===== src/rtl/seg_scan_decoder_if.sv =====
// Scanned seven-segment display bus: active-low digit enables and active-low segment lines.
interface seg_scan_decoder_if;
    logic [3:0] an;
    logic [7:0] seg_code;

    modport master (output an, output seg_code);
    modport slave  (input  an, input  seg_code);
endinterface


===== src/rtl/seg_scan_decoder.sv =====
// Decodes a multiplexed 4-digit seven-segment bus back into hex frames with blank/dp flags.
// Optional saturating error counter is built when SEG_SCAN_ERRCNT_EN is defined.
module seg_scan_decoder #(
    parameter int unsigned STABLE_CYCLES  = 4,
    parameter int unsigned TIMEOUT_CYCLES = 4096
) (
    input  logic                     clk,
    input  logic                     rst,
    seg_scan_decoder_if.slave        bus,
    output logic [15:0]              frame_hex,
    output logic [3:0]               frame_blank,
    output logic [3:0]               frame_dp,
    output logic                     frame_valid,
    output logic                     stale,
    output logic                     err,
    output logic [7:0]               err_cnt
);
    localparam logic [7:0]  STABLE_W  = 8'(STABLE_CYCLES);
    localparam logic [15:0] TIMEOUT_W = 16'(TIMEOUT_CYCLES);

    logic [11:0] smp_q, prv_q;
    logic [7:0]  dwell_q, dwell_d;
    logic        captured_q, captured_d;
    logic [15:0] to_q, to_d;
    logic [3:0]  seen_q, seen_d, seen_next;
    logic [15:0] work_hex_q, work_hex_d;
    logic [3:0]  work_blank_q, work_blank_d, work_dp_q, work_dp_d;
    logic [15:0] frame_hex_q, frame_hex_d;
    logic [3:0]  frame_blank_q, frame_blank_d, frame_dp_q, frame_dp_d;
    logic        valid_q, valid_d, err_q, err_d, stale_q, stale_d;

    logic        changed, evaluate, one_digit, multi, pat_ok, capture, frame_done, timeout_hit;
    logic [1:0]  dig_sel;
    logic [6:0]  pat;
    logic [3:0]  pat_hex;

    // Returns {recognised, hex}; an all-off pattern is recognised as blank with hex 0.
    function automatic logic [4:0] seg_decode(input logic [6:0] p);
        case (p)
            7'h00: seg_decode = 5'h10;
            7'h3F: seg_decode = 5'h10;
            7'h06: seg_decode = 5'h11;
            7'h5B: seg_decode = 5'h12;
            7'h4F: seg_decode = 5'h13;
            7'h66: seg_decode = 5'h14;
            7'h6D: seg_decode = 5'h15;
            7'h7D: seg_decode = 5'h16;
            7'h07: seg_decode = 5'h17;
            7'h7F: seg_decode = 5'h18;
            7'h6F: seg_decode = 5'h19;
            7'h77: seg_decode = 5'h1A;
            7'h7C: seg_decode = 5'h1B;
            7'h39: seg_decode = 5'h1C;
            7'h5E: seg_decode = 5'h1D;
            7'h79: seg_decode = 5'h1E;
            7'h71: seg_decode = 5'h1F;
            default: seg_decode = 5'h00;
        endcase
    endfunction

    always_comb begin
        // Dwell is measured on the registered sample versus the one before it,
        // so a capture lands STABLE_CYCLES edges after the pattern first hits the pins.
        changed = (smp_q != prv_q);
        if (changed)                 dwell_d = 8'd1;
        else if (dwell_q >= STABLE_W) dwell_d = STABLE_W;
        else                          dwell_d = dwell_q + 8'd1;
        evaluate   = !changed && (dwell_d == STABLE_W) && !captured_q;
        captured_d = changed ? 1'b0 : (captured_q | evaluate);

        one_digit = 1'b0;
        multi     = 1'b0;
        dig_sel   = 2'd0;
        case (smp_q[11:8])
            4'hE:    begin one_digit = 1'b1; dig_sel = 2'd0; end
            4'hD:    begin one_digit = 1'b1; dig_sel = 2'd1; end
            4'hB:    begin one_digit = 1'b1; dig_sel = 2'd2; end
            4'h7:    begin one_digit = 1'b1; dig_sel = 2'd3; end
            4'hF:    ;
            default: multi = 1'b1;
        endcase

        pat               = ~smp_q[6:0];
        {pat_ok, pat_hex} = seg_decode(pat);
        capture           = evaluate && one_digit && pat_ok;
        err_d             = evaluate && (multi || (one_digit && !pat_ok));

        work_hex_d   = work_hex_q;
        work_blank_d = work_blank_q;
        work_dp_d    = work_dp_q;
        seen_next    = seen_q;
        if (capture) begin
            work_hex_d[{dig_sel, 2'b00} +: 4] = pat_hex;
            work_blank_d[dig_sel]             = (pat == 7'h00);
            work_dp_d[dig_sel]                = ~smp_q[7];
            seen_next[dig_sel]                = 1'b1;
        end
        frame_done = capture && (seen_next == 4'hF);

        if (capture)                to_d = '0;
        else if (to_q >= TIMEOUT_W) to_d = TIMEOUT_W;
        else                        to_d = to_q + 16'd1;
        timeout_hit = (to_d == TIMEOUT_W);

        seen_d        = (frame_done || timeout_hit) ? 4'h0 : seen_next;
        frame_hex_d   = frame_done ? work_hex_d   : frame_hex_q;
        frame_blank_d = frame_done ? work_blank_d : frame_blank_q;
        frame_dp_d    = frame_done ? work_dp_d    : frame_dp_q;
        valid_d       = frame_done;
        stale_d       = frame_done ? 1'b0 : (timeout_hit ? 1'b1 : stale_q);
    end

    always_ff @(posedge clk) begin
        if (rst) begin
            smp_q         <= '0;
            prv_q         <= '0;
            dwell_q       <= '0;
            captured_q    <= 1'b0;
            to_q          <= '0;
            seen_q        <= '0;
            work_hex_q    <= '0;
            work_blank_q  <= '0;
            work_dp_q     <= '0;
            frame_hex_q   <= '0;
            frame_blank_q <= '0;
            frame_dp_q    <= '0;
            valid_q       <= 1'b0;
            err_q         <= 1'b0;
            stale_q       <= 1'b1;
        end else begin
            smp_q         <= {bus.an, bus.seg_code};
            prv_q         <= smp_q;
            dwell_q       <= dwell_d;
            captured_q    <= captured_d;
            to_q          <= to_d;
            seen_q        <= seen_d;
            work_hex_q    <= work_hex_d;
            work_blank_q  <= work_blank_d;
            work_dp_q     <= work_dp_d;
            frame_hex_q   <= frame_hex_d;
            frame_blank_q <= frame_blank_d;
            frame_dp_q    <= frame_dp_d;
            valid_q       <= valid_d;
            err_q         <= err_d;
            stale_q       <= stale_d;
        end
    end

`ifdef SEG_SCAN_ERRCNT_EN
    logic [7:0] errcnt_q;
    always_ff @(posedge clk) begin
        if (rst)                              errcnt_q <= '0;
        else if (err_d && errcnt_q != 8'hFF)  errcnt_q <= errcnt_q + 8'd1;
    end
    assign err_cnt = errcnt_q;
`else
    assign err_cnt = '0;
`endif

    assign frame_hex   = frame_hex_q;
    assign frame_blank = frame_blank_q;
    assign frame_dp    = frame_dp_q;
    assign frame_valid = valid_q;
    assign stale       = stale_q;
    assign err         = err_q;
endmodule

===== src/flat_wrapper.sv =====
// flat-port wrapper written by rule: the top's interface ports become plain ports
module seg_scan_decoder_flat 
#(
    parameter int unsigned STABLE_CYCLES  = 4,
    parameter int unsigned TIMEOUT_CYCLES = 4096
)
  (clk, rst, frame_hex, frame_blank, frame_dp, frame_valid, stale, err, err_cnt, bus_an, bus_seg_code);
  seg_scan_decoder_if bus_i ();
  input  logic clk;
  input  logic rst;
  output logic [15:0] frame_hex;
  output logic [3:0] frame_blank;
  output logic [3:0] frame_dp;
  output logic frame_valid;
  output logic stale;
  output logic err;
  output logic [7:0] err_cnt;
  input wire logic [$bits(bus_i.an)-1:0] bus_an;
  input wire logic [$bits(bus_i.seg_code)-1:0] bus_seg_code;
  assign bus_i.an = bus_an;
  assign bus_i.seg_code = bus_seg_code;
  seg_scan_decoder #(.STABLE_CYCLES(STABLE_CYCLES), .TIMEOUT_CYCLES(TIMEOUT_CYCLES)) u_core (.clk(clk), .rst(rst), .bus(bus_i), .frame_hex(frame_hex), .frame_blank(frame_blank), .frame_dp(frame_dp), .frame_valid(frame_valid), .stale(stale), .err(err), .err_cnt(err_cnt));
endmodule

===== config.mk =====
export PLATFORM = sky130hd
export DESIGN_NAME = seg_scan_decoder_flat
export DESIGN_NICKNAME = d
export VERILOG_FILES = /design/src/rtl/seg_scan_decoder_if.sv /design/src/rtl/seg_scan_decoder.sv /design/src/flat_wrapper.sv
export SDC_FILE = /design/constraint.sdc
export NUM_CORES = 1
export LEC_CHECK = 0
export ABC_AREA = 0
export ABC_CLOCK_PERIOD_IN_PS = 6600
export CAP_MARGIN = 20
export CORE_MARGIN = 2
export CORE_UTILIZATION = 46
export DETAILED_ROUTE_END_ITERATION = 8
export PLACE_DENSITY = 0.63
export SLEW_MARGIN = 0
export SYNTH_ARGS = -nofsm -noshare
export SYNTH_HDL_FRONTEND = slang
export SYNTH_SLANG_ARGS = --single-unit
export TNS_END_PERCENT = 5

===== constraint.sdc =====
create_clock -name clk -period 6.6 [get_ports clk]
set_clock_uncertainty 0.15 [all_clocks]
set_input_delay 0.99 -clock clk [delete_from_list [all_inputs] [get_ports clk]]
set_output_delay 0.99 -clock clk [all_outputs]
set_load 0.03 [all_outputs]

==> metrics.txt <==
H-tree depth=3; WHS Path Cells=2; final worst slack=3059 ps; relative slew slack=32.90%; setup TNS=0 ps; I/O pin cnt=49; worst hold slack=332.3 ps; vias in the first global route=between 3k and 4k; count of final setup violators=0; min Tclk post-route=3541 ps; Compound-Gate Fraction of Synth Area=a little over 20%; sequential fraction of the synthesis area=43.64%; DIE AREA=11200 µm²; xor and xnor area share after synthesis=4.590%; Rows=37; routed len/inst=14.84 µm; PwrDens=around 200 nW/µm²; vias=3648; EDFF count, synth=0; # hold bufs at CTS=0; Num CTS Buffers=9; total of warnings raised by yosys=0; adder-cell share of the synthesized area=2.885%; # Max-Cap Violations=0; Worst-Margin Slew=1006 ps; slowest stage delay, CP=between 600 and 700 ps; mux share of post-synthesis cell area=under 10%; Post-Synth Simple-Gate Area=18.02%; Routed Antenna Nets=0; Commonest cells post-synth=104 x dfxtp_1, 56 x a21oi_1, 41 x nor2_1, 24 x clkbuf_1, 24 x nor2b_1; flops & latches, synth=104; Setup WS pre-CTS=3077 ps; first-pass GRT wire length=around 17 mm; post-synthesis cell area=4771 µm²; crit end category=flip-flop; Final Power=1.082 mW; Core Region=approximately 10000 µm²; die height=~110 µm; total grt overflow=0; R2R Setup Slk=3060 ps; vias per cell=5.365; RSZ-0062 raised after global routing=no; Main synth FF type=dfxtp_1; Post-DP HPWL=6.876 mm; FMAX=0.2824 GHz; post-synth top area share=43.64%; Crit path buffers/inverters=2; clk slew on worst S/H paths=100 ps; CTS Sinks=104; postcts setup bufs=0; number of antenna violations at the first check in global routing=0; crit path max-delay cell type=or4_1; CP arrival=3600 ps; most common cell in the netlist=dfxtp_1; Chip Width=approximately 110 µm; R2R cell count=9; status=finished clean; CP cell instances=inv_1, ha_1, nand3b_1, a31o_2, or4_1, a311o_2, nor3_4, buf_16, a211oi_2; antenna cell count=0; Critical Path Fanout Max=17; FFs w/ async S/R, synth=0%; Hold Path Class=flip-flop to flip-flop; largest family of logic cells by synthesized area=compound AO/OA/AOI/OAI gates; Synth area leader=dfxtp_1; Crit. path cell count=9; Avg Cell Area, Syn=just over 9 µm²; Leakage Power=1.822 nW; gr usage total=about a fifth; peak supply drop=around 0.15 mV; kind of critical path=flip-flop to flip-flop; Final period util=53.66%; largest net degree at the start of global routing=85; routed wire length=around 10 mm; First-pass DRT Iterations=5; critical path launch point type=flip-flop; routability congestion estimate=between 0.8 and 0.9; number of port buffers=40; Syn-to-layout area delta=13.19%; DRC=0; delay-heaviest family, CP=simple AND/OR/NAND/NOR gates; Initial Util=46.84%; layout cells sized above 1=9.191%; cell count after synthesis=514; Final Hold Viols=0; Clock Path Buffers=2; synth top area cells=dfxtp_1 44%, a21oi_1 5.9%, mux2i_1 3.8%, a211oi_2 3.4%, xnor2_1 3.3%; final net count=564; Max Slew Vio Count=0; CTS resizes=0; Worst EP required=6660 ps; Netlist cell types=61; clock latency at the later pin of the worst-skew pair=around 370 ps; Iteration-0 DRC Markers=202; clk root buf=clkbuf_8; CTS tree=built
-- power breakdown --
part,switching [mW],total [mW],internal (mW)
sequential,0.0152,0.653,0.638
clock,0.216,0.355,0.139
combinational,0.0443,0.0743,0.0300
-- stage by stage --
stage	utilization, %	instance area (µm²)	cells
after floorplan	-	4827	529
after global placement	51.08	5202	663
after detailed placement	51.35	5230	664
after CTS	53.02	5400	680
after global routing	53.02	5400	680
final	53.02	5400	680
-- layout make-up --
class | count | area (µm²)
Timing Repair Buffer | 45 | 452.9
Tap cell | 136 | 170.2
Clock buffer | 10 | 127.6
Sequential cell | 104 | 2082
Fill cell | 946 | 4785
Multi-Input combinational cell | 359 | 2450
Clock inverter | 6 | 42.54
Inverter | 20 | 75.07
-- worst min-delay path: stages, from the launching register on --
cell and delay [ps]:
dfxtp_1 320, o21ai_0 70, a21oi_1 60
-- sequential cells by signal (all words and copies together) (netlist names) --
register             flops
u_core.frame_hex        16
u_core.to_q             16
u_core.work_hex_q       16
u_core.prv_q            12
u_core.smp_q            12
u_core.dwell_q           8
u_core.frame_blank       4
u_core.frame_dp          4
u_core.seen_q            4
u_core.work_blank_q      4
u_core.work_dp_q         4
u_core.captured_q        1
u_core.err               1
u_core.frame_valid       1
u_core.stale             1
-- placed cells by master, fill, tap and decap left out, drive strengths merged, types with 11 or more instances in the layout --
cell           Yosys  final
mux2i             18     18
dfxtp            104    104
clkdlybuf4s50      0     39
conb               1     16
nand3             19     19
a211oi            28     28
xnor2             18     18
nor2              41     41
ha                11     11
inv               19     21
o21ai             18     18
a21oi             56     56
nand2             17     17
nor2b             24     24
-- final timing paths --
| check | from | end |
|---|---|---|
| min | u_core.work_blank_q[1] | u_core.work_blank_q[1] |
| min reg2reg | u_core.work_blank_q[1] | u_core.work_blank_q[1] |
| max reg2reg | u_core.dwell_q[0] | u_core.frame_hex[10] |
| max | u_core.dwell_q[0] | u_core.frame_hex[10] |
-- routing by layer --
layer  wire length, µm  track usage [%]
met2              4745            30.51
met5                 0                0
met1              4783            25.30
met3               411            4.143
met4               152            5.827
-- cell families (layout without fill, tap and decap cells) --
| family | Yosys count | in the layout |
|---|---|---|
| compound gates | 133 | 133 |
| xor+xnor | 25 | 25 |
| fa+ha+maj | 11 | 11 |
| buf+inv | 66 | 81 |
| flops | 104 | 104 |
| mux | 18 | 18 |
| other cells | 1 | 16 |
| simple gates | 156 | 156 |
(Power assumes the default switching activity.)
